## src/rtl/fpu_norm_round.sv

```systemverilog
// Normalise / round-to-nearest-even / pack stage for the double-precision multiplier datapath.
// Optional directed rounding modes via `define FPU_NORM_RMODE_EN (adds the rmode port).
module fpu_norm_round #(
    parameter int WIDTH     = 106,
    parameter int WIDTH_LOG = 7,
    parameter int MANT_W    = 53,
    parameter int EXP_W     = 13,
    parameter int BIAS      = 1023
) (
    input  logic                    clk,
    input  logic                    rst,
    input  logic                    in_valid,
    output logic                    in_ready,
    input  logic [WIDTH-1:0]        in_mant,
    input  logic [WIDTH_LOG:0]      in_msb,
    input  logic                    in_zero,
    input  logic signed [EXP_W-1:0] in_exp,
    input  logic                    in_sign,
`ifdef FPU_NORM_RMODE_EN
    input  logic [1:0]              rmode,
`endif
    output logic                    out_valid,
    input  logic                    out_ready,
    output logic                    out_sign,
    output logic [10:0]             out_exp,
    output logic [MANT_W-1:0]       out_mant,
    output logic                    out_ovf,
    output logic                    out_unf,
    output logic                    out_inexact
);

    localparam int IW = WIDTH_LOG + 1;
    localparam int GI = WIDTH - 1 - MANT_W;
    localparam logic [IW-1:0]          MSB_MAX = IW'(WIDTH - 1);
    localparam logic signed [EXP_W-1:0] EXP_OFF = EXP_W'(BIAS - (WIDTH - 2));
    localparam logic signed [EXP_W-1:0] EXP_INF = EXP_W'(2047);
    localparam logic signed [EXP_W-1:0] EXP_MIN = EXP_W'(1);

    localparam logic [1:0] RM_NEAR = 2'b00;
    localparam logic [1:0] RM_ZERO = 2'b01;
    localparam logic [1:0] RM_PINF = 2'b10;
    localparam logic [1:0] RM_NINF = 2'b11;

    logic advance;
    assign advance  = !out_valid || out_ready;
    assign in_ready = advance;

    logic [1:0] rmode_in;
`ifdef FPU_NORM_RMODE_EN
    assign rmode_in = rmode;
`else
    assign rmode_in = RM_NEAR;
`endif

    // Stage 1 inputs: saturate the encoder index, derive shift and biased exponent.
    logic [IW-1:0]          msb_sat;
    logic [IW-1:0]          shamt_next;
    logic signed [EXP_W-1:0] exp_s1_next;

    assign msb_sat     = (in_msb > MSB_MAX) ? MSB_MAX : in_msb;
    assign shamt_next  = MSB_MAX - msb_sat;
    assign exp_s1_next = in_exp + signed'(EXP_W'(msb_sat)) + EXP_OFF;

    logic                    s1_valid_reg;
    logic [WIDTH-1:0]        s1_mant_reg;
    logic [IW-1:0]           s1_shamt_reg;
    logic signed [EXP_W-1:0] s1_exp_reg;
    logic                    s1_zero_reg;
    logic                    s1_sign_reg;
    logic [1:0]              s1_rmode_reg;

    // Stage 2 inputs: left-justify the product and split off guard/sticky.
    logic [WIDTH-1:0] norm;
    assign norm = s1_mant_reg << s1_shamt_reg;

    logic                    s2_valid_reg;
    logic [MANT_W-1:0]       s2_sig_reg;
    logic                    s2_guard_reg;
    logic                    s2_sticky_reg;
    logic signed [EXP_W-1:0] s2_exp_reg;
    logic                    s2_zero_reg;
    logic                    s2_sign_reg;
    logic [1:0]              s2_rmode_reg;

    // Stage 3: round, detect range exceptions, pack.
    logic                    round_up;
    logic [MANT_W:0]         sum;
    logic                    carry;
    logic [MANT_W-1:0]       sig_rnd;
    logic signed [EXP_W-1:0] e_fin;
    logic                    ovf_to_inf;

    logic              out_sign_next;
    logic [10:0]       out_exp_next;
    logic [MANT_W-1:0] out_mant_next;
    logic              out_ovf_next;
    logic              out_unf_next;
    logic              out_inexact_next;

    always_comb begin
        round_up = 1'b0;
        unique case (s2_rmode_reg)
            RM_NEAR: round_up = s2_guard_reg && (s2_sticky_reg || s2_sig_reg[0]);
            RM_ZERO: round_up = 1'b0;
            RM_PINF: round_up = (s2_guard_reg || s2_sticky_reg) && !s2_sign_reg;
            RM_NINF: round_up = (s2_guard_reg || s2_sticky_reg) && s2_sign_reg;
            default: round_up = 1'b0;
        endcase

        sum     = {1'b0, s2_sig_reg} + {{MANT_W{1'b0}}, round_up};
        carry   = sum[MANT_W];
        sig_rnd = carry ? {1'b1, {(MANT_W-1){1'b0}}} : sum[MANT_W-1:0];
        e_fin   = s2_exp_reg + signed'({{(EXP_W-1){1'b0}}, carry});

        ovf_to_inf = (s2_rmode_reg == RM_NEAR)
                  || ((s2_rmode_reg == RM_PINF) && !s2_sign_reg)
                  || ((s2_rmode_reg == RM_NINF) && s2_sign_reg);

        out_sign_next    = s2_sign_reg;
        out_exp_next     = e_fin[10:0];
        out_mant_next    = sig_rnd;
        out_ovf_next     = 1'b0;
        out_unf_next     = 1'b0;
        out_inexact_next = s2_guard_reg || s2_sticky_reg;

        if (s2_zero_reg) begin
            out_exp_next     = '0;
            out_mant_next    = '0;
            out_inexact_next = 1'b0;
        end else if (e_fin >= EXP_INF) begin
            // Tested after the rounding carry so 2046 rounding up lands here.
            out_ovf_next     = 1'b1;
            out_inexact_next = 1'b1;
            if (ovf_to_inf) begin
                out_exp_next  = 11'd2047;
                out_mant_next = '0;
            end else begin
                out_exp_next  = 11'd2046;
                out_mant_next = '1;
            end
        end else if (e_fin < EXP_MIN) begin
            out_exp_next     = '0;
            out_mant_next    = '0;
            out_unf_next     = 1'b1;
            out_inexact_next = 1'b1;
        end
    end

    logic              out_valid_reg;
    logic              out_sign_reg;
    logic [10:0]       out_exp_reg;
    logic [MANT_W-1:0] out_mant_reg;
    logic              out_ovf_reg;
    logic              out_unf_reg;
    logic              out_inexact_reg;

    always_ff @(posedge clk) begin
        if (rst) begin
            s1_valid_reg    <= 1'b0;
            s2_valid_reg    <= 1'b0;
            out_valid_reg   <= 1'b0;
            out_sign_reg    <= 1'b0;
            out_exp_reg     <= '0;
            out_mant_reg    <= '0;
            out_ovf_reg     <= 1'b0;
            out_unf_reg     <= 1'b0;
            out_inexact_reg <= 1'b0;
        end else if (advance) begin
            s1_valid_reg <= in_valid;
            s1_mant_reg  <= in_mant;
            s1_shamt_reg <= shamt_next;
            s1_exp_reg   <= exp_s1_next;
            s1_zero_reg  <= in_zero;
            s1_sign_reg  <= in_sign;
            s1_rmode_reg <= rmode_in;

            s2_valid_reg  <= s1_valid_reg;
            s2_sig_reg    <= norm[WIDTH-1 -: MANT_W];
            s2_guard_reg  <= norm[GI];
            s2_sticky_reg <= |norm[GI-1:0];
            s2_exp_reg    <= s1_exp_reg;
            s2_zero_reg   <= s1_zero_reg;
            s2_sign_reg   <= s1_sign_reg;
            s2_rmode_reg  <= s1_rmode_reg;

            out_valid_reg   <= s2_valid_reg;
            out_sign_reg    <= out_sign_next;
            out_exp_reg     <= out_exp_next;
            out_mant_reg    <= out_mant_next;
            out_ovf_reg     <= out_ovf_next;
            out_unf_reg     <= out_unf_next;
            out_inexact_reg <= out_inexact_next;
        end
    end

    assign out_valid   = out_valid_reg;
    assign out_sign    = out_sign_reg;
    assign out_exp     = out_exp_reg;
    assign out_mant    = out_mant_reg;
    assign out_ovf     = out_ovf_reg;
    assign out_unf     = out_unf_reg;
    assign out_inexact = out_inexact_reg;

endmodule

```

## config.mk

```make
export PLATFORM = sky130hd
export DESIGN_NAME = fpu_norm_round
export DESIGN_NICKNAME = d
export VERILOG_FILES = /design/src/rtl/fpu_norm_round.sv
export SDC_FILE = /design/constraint.sdc
export NUM_CORES = 1
export LEC_CHECK = 0
export CAP_MARGIN = 5
export CELL_PAD_IN_SITES_DETAIL_PLACEMENT = 0
export CELL_PAD_IN_SITES_GLOBAL_PLACEMENT = 1
export CORE_UTILIZATION = 46
export CTS_BUF_LIST = sky130_fd_sc_hd__clkbuf_8
export CTS_CLUSTER_SIZE = 12
export DETAILED_ROUTE_END_ITERATION = 10
export PLACE_DENSITY = 0.87
export RECOVER_POWER = 25
export SYNTH_ARGS = -nofsm -noshare
export SYNTH_HDL_FRONTEND = slang
export SYNTH_SLANG_ARGS = --single-unit
```

## constraint.sdc

```tcl
create_clock -name clk -period 13.45 [get_ports clk]
set_clock_uncertainty 0.15 [all_clocks]
set_input_delay 2.69 -clock clk [delete_from_list [all_inputs] [get_ports clk]]
set_output_delay 2.69 -clock clk [all_outputs]
set_load 0.02 [all_outputs]
```

Yosys cells after proc, flatten, opt, wreduce, memory -nomap -nowiden
Cells that the tools add are included.
- RAM bits: 0
- register bits after elaboration: 270
- bits of input ports: 133
- latch bits: 0
- memory bits (read-only): 0
- memories: 0
- $lt $le $gt $ge: 3
- shift-type cells: 1
- bitwise gates (word level): 1
- divide/modulo/power cells: 0
- multiply operators: 0
- eq/ne operators: 0
- muxes and demuxes: 16
- reduce and logical (&&, ||, !) cells: 7
- $add $sub $neg: 5
- operators by type and width (operator ; number):
    two-way mux 53 bit ; 4
    << shifter 106 x 8 -> 106 bit ; 1
    adder 53 x 1 -> 54 bit ; 1
    OR reduction 52 bit ; 1
    two-way mux 11 bit ; 3
    adder 13 x 11 -> 13 bit, second input constant ; 1
    adder 13 x 2 -> 13 bit ; 1
    adder 13 x 9 -> 13 bit ; 1
    >= comparator 13 x 12 -> 1 bit, second input constant ; 1
    less-than comparator 13 x 2 -> 1 bit, second input constant ; 1
    > comparator 8 x 7 -> 1 bit, second input constant ; 1
    two-way mux 1 bit ; 8
    two-way mux 8 bit ; 1
    subtractor 7 x 8 -> 8 bit, first input constant ; 1
    logical OR 1 bit ; 3
    AND reduction 2 bit ; 1
    logical AND 1 bit ; 1
    zero test 1 bit ; 1
    NOT 1 bit ; 1

Logic depth before layout (Yosys ltp)
- depth in word-level cells: 8
- gate-level depth with buffers: 20

Worst setup path after synthesis
No wires, ideal clock.
- path type: input port to flip-flop
- start point: input port out_ready
- end point: register s2_sign_reg (netlist: out_sign_next), enable pin
- stages: 4
- data required time: 12538 ps
- setup slack: 1205 ps
- data arrival time: 11333 ps
- library setup time: 762 ps
- cells stage by stage: nor2b_1 > clkbuf_1 > clkbuf_1 > nor2_1
- cells in the longest elaborated chain, start to end: 2
- RTL lines (item ; line ; text):
    start: declaration ; 23 ; input logic out_ready,
    logical OR 1 bit ; 45 ; assign advance = !out_valid || out_ready;
    AND reduction 2 bit (no line) ; - ;
    end signal: assignment ; 183 ; s2_sign_reg <= s1_sign_reg;
    end: declaration ; 82 ; logic s2_sign_reg;
Every way passes these cells.
A chain may end at the register's enable or synchronous reset.

Final worst setup path
- start point: input port out_ready
- end point: output port in_ready
- cells in the longest elaborated chain, start to end: 1
- RTL lines (item ; line ; text):
    logical OR 1 bit ; 45 ;
    end: declaration ; 13 ; output logic in_ready,
Every way passes these cells.

==> flow_summary.json <==
{
  "status": "finished with violations",
  "violations": "max-capacitance violations, max-slew violations",
  "grt_pass1_vias": 15200,
  "setup_viol": 0,
  "num_antenna_cells": 0,
  "crit_slowest_cell": "nor2b_1",
  "nets": 2193,
  "slowest_delay_ps": 1220,
  "ys.flop_type": "edfxtp_1",
  "max_freq_ghz": 0.121,
  "cts_inserted_buffers": 45,
  "drt_iter0_markers": 1398,
  "layout_common_cells": "nand2_1 (295), nor2_1 (223), edfxtp_1 (199)",
  "wire_per_inst_um": 21.4,
  "p_clk_share_pct": 29.9,
  "wirelength_um": 55700,
  "drive_gt1_share_pct": 12.8,
  "arrival_ps": 5450,
  "hold_viol": 0,
  "dieArea_um2": 42100,
  "clk_pin_slew_ps": 50,
  "grt_first_pass_wirelength_um": 86100,
  "min_path_cells": 0,
  "cts_tree": "done",
  "fin_hold_ws_ps": 267,
  "slew_headroom_pct": -191,
  "power.internal_w": 0.00169,
  "r2r_setup_slack_ps": 6050,
  "whs_endpoint": "s2_exp_reg[9]",
  "die_h_um": 205,
  "vias": 15700,
  "worst-path-max-fanout": 25,
  "p_leak_nw": 7.98,
  "grt_use_total_pct": 26.6,
  "worstPathRequired_ps": 10610,
  "synth-seq-cells": 270,
  "ctsHtreeMaxLevel": 2,
  "power_frac_comb_pct": 29.4,
  "synth_area_per_cell_um2": 9.93,
  "overflow": 0,
  "tns_ps": 0,
  "io_pins": 203,
  "fin_cells": 2604,
  "synth_area_leaders": "edfxtp_1 (31%), mux4_2 (14%), dfxtp_1 (7.5%)",
  "syn_inst": 1913,
  "swShare_pct": 33.1,
  "cp-start-kind": "input pin",
  "port_buffers": 202,
  "first_pass_iters": 6,
  "ctsResizeCount": 0,
  "syn_area_um2": 19000,
  "syn2layout_area_growth_pct": 16.5,
  "die_w_um": 205,
  "ant_nets": 0,
  "end_kind": "primary output",
  "netlist.area_leader.share_pct": 31.4,
  "synth_top_area_cell": "edfxtp_1",
  "cts_setup_buffers": 0,
  "tightest_slew_ps": 4370,
  "synth_seq_area_share_pct": 38.9,
  "reg2reg_depth": 11,
  "yosys_warnings": 0,
  "async_reset_ff_share_pct": 0,
  "finalCritPeriodShare_pct": 61.6,
  "rsz0062_at_grt": "no",
  "regToRegStartpoint": "s1_shamt_reg[0]",
  "syn_nets": 2069,
  "antenna_found_initial": 0,
  "crit_chain": "dlygate4sd3_1, nor2b_1, inv_1, clkdlybuf4s50_1",
  "seq_power_share_pct": 40.7,
  "drc": 0,
  "min_path_type": "reg2reg",
  "grt_max_degree": 154,
  "maxCapViolations": 3,
  "power_density_nw_per_um2": 114,
  "via_per_inst": 6.04,
  "min_period_ps": 8290,
  "clock_tree.buffer_depth": 3,
  "gp_congestion": 0.969,
  "finalMaxSlewViolations": 89,
  "worstHoldStart": "s1_exp_reg[9]",
  "dp_cells": 2522,
  "synth_enable_flop_cells": 199,
  "hpwl_um": 41700,
  "power_switching_w": 0.000838,
  "root_buffer": "clkbuf_8",
  "peakVddDrop_uv": 103,
  "start_util_pct": 46.5,
  "insertion_delay_ps": 620,
  "final_common_cell": "nand2_1",
  "cts.sinks": 270,
  "path_class": "in2out",
  "core.rowCount": 74,
  "postCtsHoldBufs": 0,
  "core_region_area_um2": 40800,
  "largest_reg_flops": 106,
  "r2r-end": "s2_sticky_reg",
  "synth_cell_types": 84
}
==> per-stage QoR <==
stage | power (W) | setup slack [ps] | utilization (%) | area [µm²]
finish | 0.00253 | 5160 | 54.2 | 22100
global route | 0.00264 | 4920 | 54.2 | 22100
CTS | 0.00254 | 5860 | 54.3 | 22200
detailed placement | 0.00178 | 5870 | 52.0 | 21200
global placement | 0.00177 | 5900 | 52.0 | 21200
floorplan | 0.00153 | 1200 | - | 19000
==> power groups by stage <==
stage | logic (W) | registers [W] | clock network (W)
finish | 0.000744 | 0.00103 | 0.000756
global route | 0.000797 | 0.00104 | 0.000812
CTS | 0.000736 | 0.00103 | 0.000780
detailed placement | 0.000733 | 0.00104 | 0
global placement | 0.000731 | 0.00104 | 0
floorplan | 0.000496 | 0.00104 | 0
==> final cells by class <==
type | count | area (µm²)
flip-flops and latches | 270 | 7400
multi-input cells | 1457 | 10800
well taps | 532 | 666
clock buffers | 46 | 633
repair buffers | 224 | 2200
fillers | 3679 | 18700
inverters | 39 | 148
clock inverters | 36 | 302
==> worst max-delay path by stage <==
stage	end	cells after the start	from	slack, ps
2_1_floorplan	out_sign_next	4	out_ready	1200
3_3_place_gp	in_ready	4	out_ready	5900
3_5_place_dp	in_ready	4	out_ready	5870
4_1_cts	in_ready	4	out_ready	5860
5_1_grt	in_ready	4	out_ready	4920
6_report	in_ready	4	out_ready	5160
==> cell usage after synthesis, types with 5 or more instances <==
library cell / instances
nand2_1: 295
nor2_1: 225
edfxtp_1: 199
o21ai_0: 122
mux2i_1: 119
mux4_2: 117
a21oi_1: 99
dfxtp_1: 71
clkbuf_1: 68
nand3_1: 44
mux2_2: 43
a211oi_1: 41
xor2_1: 39
inv_1: 37
nor3_1: 34
buf_2: 32
xnor2_1: 31
buf_1: 28
ha_1: 22
a31oi_1: 17
o22ai_1: 16
nand4_1: 13
o22a_1: 13
and2_1: 12
nor2b_1: 11
and3_1: 9
and4_1: 9
a311oi_1: 8
buf_4: 8
clkbuf_2: 7
o211ai_1: 7
o32a_1: 7
or3_1: 7
mux4_1: 6
nand2b_1: 5
o21ai_1: 5
==> metal layers <==
metal | vias to the layer above | GRT usage, % | wire length, µm
met5 | - | 0 | 0
met4 | 0 | 8.81 | 1610
met3 | 96 | 4.28 | 3890
met2 | 646 | 42.9 | 26200
met1 | 7588 | 36.4 | 23900
li1 | 7391 | - | -
==> critical path, delay by kind of cell <==
kind          cells  cell delay, ps
simple gates      1            1220
buf+inv           3            1550
==> cells by family (layout without fill, tap and decap cells) <==
family,after synthesis,in the layout,synth area share (%)
AOI/OAI and AO/OA,387,387,12.7
xor gates and xnor gates,70,70,3.23
adders and majority gates,23,23,1.55
buffers and inverters,186,345,4.29
DFF,270,270,38.9
muxes,287,287,23.7
other,1,1,0.0197
and+or+nand+nor,689,689,15.7
Power figures use the tool's default switching activity.
==> edit 1, RTL diff (same flow settings) <==
Build with the macro `FPU_NORM_RMODE_EN` defined.
--- a/src/rtl/fpu_norm_round.sv
+++ b/src/rtl/fpu_norm_round.sv
@@ -2,2 +2,4 @@
 // Optional directed rounding modes via `define FPU_NORM_RMODE_EN (adds the rmode port).
+`define FPU_NORM_RMODE_EN
+
 module fpu_norm_round #(
Ports: changed (added rmode); port bits go from 203 to 205. The function was not compared with the original's and may differ.
==> edit 1 against the unedited design <==
  * Non-clock buffer count grew 2
  * Critical path type unchanged
  * Cell count is 2.0% lower
  * Via count up 1.5%
  * Largest power group unchanged
  * Synthesized area is 3.4% higher
  * Global-route usage fell by 0.17 points
  * Wire length is 4.5% higher
  * The flow still finishes with violations (capacitance limit, slew limit)
  * Setup slack worse by 200 ps
  * Cell area grew 3.4%
  * Total power is 4.3% higher
  * Sequential cell count grew 4
==> edit 1: results <==
metrics = {
    "status": {
        "status": "finished with violations",
        "violations": "capacitance limit, slew limit",
    },
    "critical_path": {
        "crit_path_top_delay_cell": "nor2b_1",
        "crit_family": "buffers and inverters",
        "crit_fanout": 26,
        "worst_path_largest_cell_delay_ps": 1370,
        "arrival_ps": 5650,
    },
    "routing": {
        "drtIter0Drc": 1590,
        "detail_route.first_pass.iterations": 5,
        "routed_wl_mm": 58.2,
    },
    "place": {
        "dpl.hpwl_mm": 43.5,
        "port_buffers": 204,
        "dpl_cell_area_um2": 21900,
    },
    "clock_network": {
        "htree_levels": 2,
        "clock_latency_ps": 660,
        "cts_buffers": 45,
    },
    "final_layout": {
        "drive_above_1_share_pct": 15.7,
        "signal_buffers": 226,
        "clock_buffers": 51,
        "inv_count": 43,
        "bufAreaShareNonClock_pct": 9.70,
        "clkCellAreaFrac_pct": 4.31,
        "finalNetCount": 2136,
        "multi_input_cells": 1386,
        "fillers": 3687,
        "sh_seq_area_pct": 32.8,
    },
    "pwr": {
        "power_mw": 2.64,
        "irDropWorstVdd_mv": 0.115,
        "power_frac_clock_pct": 30.0,
        "swShare_pct": 33.1,
        "p_seq_share_pct": 39.8,
        "leakage_nw": 8.11,
        "powerDensity_nw_per_um2": 115,
    },
    "global_route": {
        "grt_pass1_wl_mm": 89.3,
        "grt_max_degree": 192,
        "track_usage_pct": 26.4,
        "grt_pass1_vias": 15094,
    },
    "synth": {
        "synth_compound_area_share_pct": 13.3,
        "syn_nets": 2015,
        "synth.distinct_cells": 77,
        "synthTopCellsByCount": "edfxtp_1 (203), nor2_1 (174), nand2_1 (172)",
        "synth_edf_count": 203,
        "synth_xor_xnor_area_share_pct": 2.99,
        "synth_top_cells_by_area": "edfxtp_1 (31%), mux4_2 (17%), dfxtp_1 (7.2%), mux2i_1 (5.9%), mux2_2 (3.7%)",
        "seq_area_frac_synth_pct": 38.3,
        "synth.area.mux_share_pct": 26.5,
        "synthAdderAreaFrac_pct": 1.63,
    },
    "run": {
        "drv_cap": 1,
    },
    "timing": {
        "finalMaxSlewViolations": 27,
        "tightest_slew_ps": 1830,
    },
}
edit 1: per-stage QoR:
stage               setup WS [ps]  hold WS [ps]  util (%)  instances
floorplan                    1010           250         -       1855
CTS                          5740           269      54.4       2551
global placement             5810           251      52.1       2468
finish                       4960           266      54.4       2551
detailed placement           5740           255      52.1       2468
global route                 4800           275      54.4       2551
edit 1: metal layers:
layer  vias up  wire, um  track usage [%]
met5         -         0                0
met4         0      1610             8.06
met3       108      4830             4.93
met2       754     26600             41.6
met1      7679     25100             37.0
li1       7418         -                -
edit 1: final timing paths:
check | depth (start not counted) | startpoint | end | slack (ps)
worst min register to register | 0 | s1_exp_reg[5]$_DFFE_PP_ | s2_exp_reg[5]$_DFFE_PP_ | 270
worst max register to register | 22 | s2_rmode_reg[0]$_DFFE_PP_ | out_mant[28]$_SDFFE_PP0N_ | 6630
worst max-delay path | 4 | out_ready | in_ready | 4960
worst min-delay path | 0 | s1_exp_reg[5]$_DFFE_PP_ | s2_exp_reg[5]$_DFFE_PP_ | 270
==> edit 2, RTL diff (same flow settings) <==
Made on the original files. Register the output `out_ovf` once more, without a reset; this adds one clock of latency there. The other outputs are not delayed to match.
--- a/src/rtl/fpu_norm_round.sv
+++ b/src/rtl/fpu_norm_round.sv
@@ -199,3 +199,5 @@
     assign out_mant    = out_mant_reg;
-    assign out_ovf     = out_ovf_reg;
+    always_ff @(posedge clk) begin
+        out_ovf <= out_ovf_reg;
+    end
     assign out_unf     = out_unf_reg;
Behaviour: not the same (a bounded check fails within 4 cycles, from zero or initial values and one cycle with rst high).
==> edit 2 against the unedited design <==
  * The flow still finishes with violations (capacitance limit, slew limit)
  * Count of clock-buffer cells in the layout increased by 4
  * Total power decreased by 3.5%
  * Sequential power about the same
  * Sequential cell count increased by 1
  * Synthesized area increased by 0.11%
  * Critical path type unchanged
  * Largest cell class unchanged
  * Cell area decreased by 0.38%
  * Critical endpoint unchanged
  * Largest power group unchanged
  * Wire length decreased by 1.7%
  * Setup slack got worse by 71 ps
==> edit 2: results <==
metrics = {
    "pwr": {
        "irDropWorstVdd_mv": 0.0703,
        "swShare_pct": 33.8,
        "leakage_nw": 7.96,
    },
    "global_route": {
        "grt_max_degree": 135,
        "track_usage_pct": 26.0,
        "grt_pass1_wl_mm": 84.2,
        "grt_pass1_vias": 14783,
    },
    "place": {
        "dpl_cell_area_um2": 21200,
        "place_congestion": 0.948,
        "dpl.hpwl_mm": 41.3,
        "dp_cells": 2523,
    },
    "routing": {
        "detail_route.first_pass.iterations": 5,
        "viasPerCell": 5.97,
        "wl_met2_mm": 25.4,
        "wl_met1_mm": 24.1,
        "vias": 15536,
        "routed_wl_mm": 54.7,
        "wl_met3_mm": 3.66,
    },
    "synth": {
        "syn_nets": 2070,
        "synth_top_cells_by_area": "edfxtp_1 (31%), mux4_2 (14%), dfxtp_1 (7.6%), mux2i_1 (6.3%), nand2_1 (5.8%)",
        "synth_cells": 1914,
        "seq_area_frac_synth_pct": 39.0,
    },
    "clock_network": {
        "cts_buffer_depth": 3,
        "cts_buffers": 44,
        "clock_latency_ps": 610,
        "htree_levels": 2,
    },
    "critical_path": {
        "arrival_ps": 5520,
    },
    "run": {
        "drv_cap": 1,
    },
    "status": {
        "violations": "capacitance limit, slew limit",
        "status": "finished with violations",
    },
    "final_layout": {
        "drive_above_1_share_pct": 12.6,
        "fillers": 3653,
    },
    "timing": {
        "maxSlewHeadroom_pct": -11.0,
        "finalMaxSlewViolations": 26,
    },
}
==> edit 2: kinds of logic after synthesis <==
group	after synthesis	share of synthesized area [%]
adder cells (fa/ha/maj)	23	1.55
other	1	0.0197
AND/OR/NAND/NOR	689	15.6
multiplexers	287	23.6
buffers and inverters	186	4.29
XOR/XNOR	70	3.22
AO/OA/AOI/OAI	387	12.6
flip-flops	271	39.0
==> edit 2: critical path: stages <==
cell and delay (ps):
dlygate4sd3_1 530, nor2b_1 1250, inv_1 370, clkdlybuf4s50_1 670
==> edit 2: stage by stage <==
step / hold slack [ps] / total power, mW / worst slack (ps) / util (%)
floorplan: 181 / 1.54 / 1200 / -
global placement: 212 / 1.77 / 5900 / 52.0
detailed placement: 214 / 1.78 / 5810 / 52.0
CTS: 221 / 2.46 / 5810 / 54.0
global route: 232 / 2.55 / 4900 / 54.0
finish: 222 / 2.44 / 5090 / 54.0
==> edit 2: area by class of cell <==
cell class	instances	area [um2]	area share, %
flip-flops and latches	271	7420	33.6
multi-input cells	1457	10800	49.0
inverters	39	148	0.669
repair buffers	224	2200	9.97
clock inverters	30	138	0.624
clock buffers	50	688	3.12
well taps	532	666	3.02
==> edit 2: worst paths after layout <==
kind / start / endpoint / slack (ps) / depth (start not counted)
worst min-delay path: out_ovf_reg$_SDFFE_PP0N_ / out_ovf$_DFF_P_ / 220 / 0
worst max register to register: s2_guard_reg$_SDFFCE_PP0P_ / out_mant[30]$_SDFFE_PP0N_ / 7460 / 18
worst min register to register: out_ovf_reg$_SDFFE_PP0N_ / out_ovf$_DFF_P_ / 220 / 0
worst max-delay path: out_ready / in_ready / 5090 / 4
==> edit 2: routing by layer <==
metal	vias up	GRT usage [%]
met4	0	9.26
met2	587	41.2
li1	7397	-
met5	-	0
met3	89	4.45
met1	7463	35.8
==> edit 2: power groups by stage <==
stage          clock, mW  combinational, mW  sequential [mW]
2_1_floorplan          0              0.496             1.04
3_3_place_gp           0              0.725             1.05
3_5_place_dp           0              0.728             1.05
4_1_cts            0.694              0.731             1.03
5_1_grt            0.724              0.788             1.04
6_report           0.669              0.736             1.03
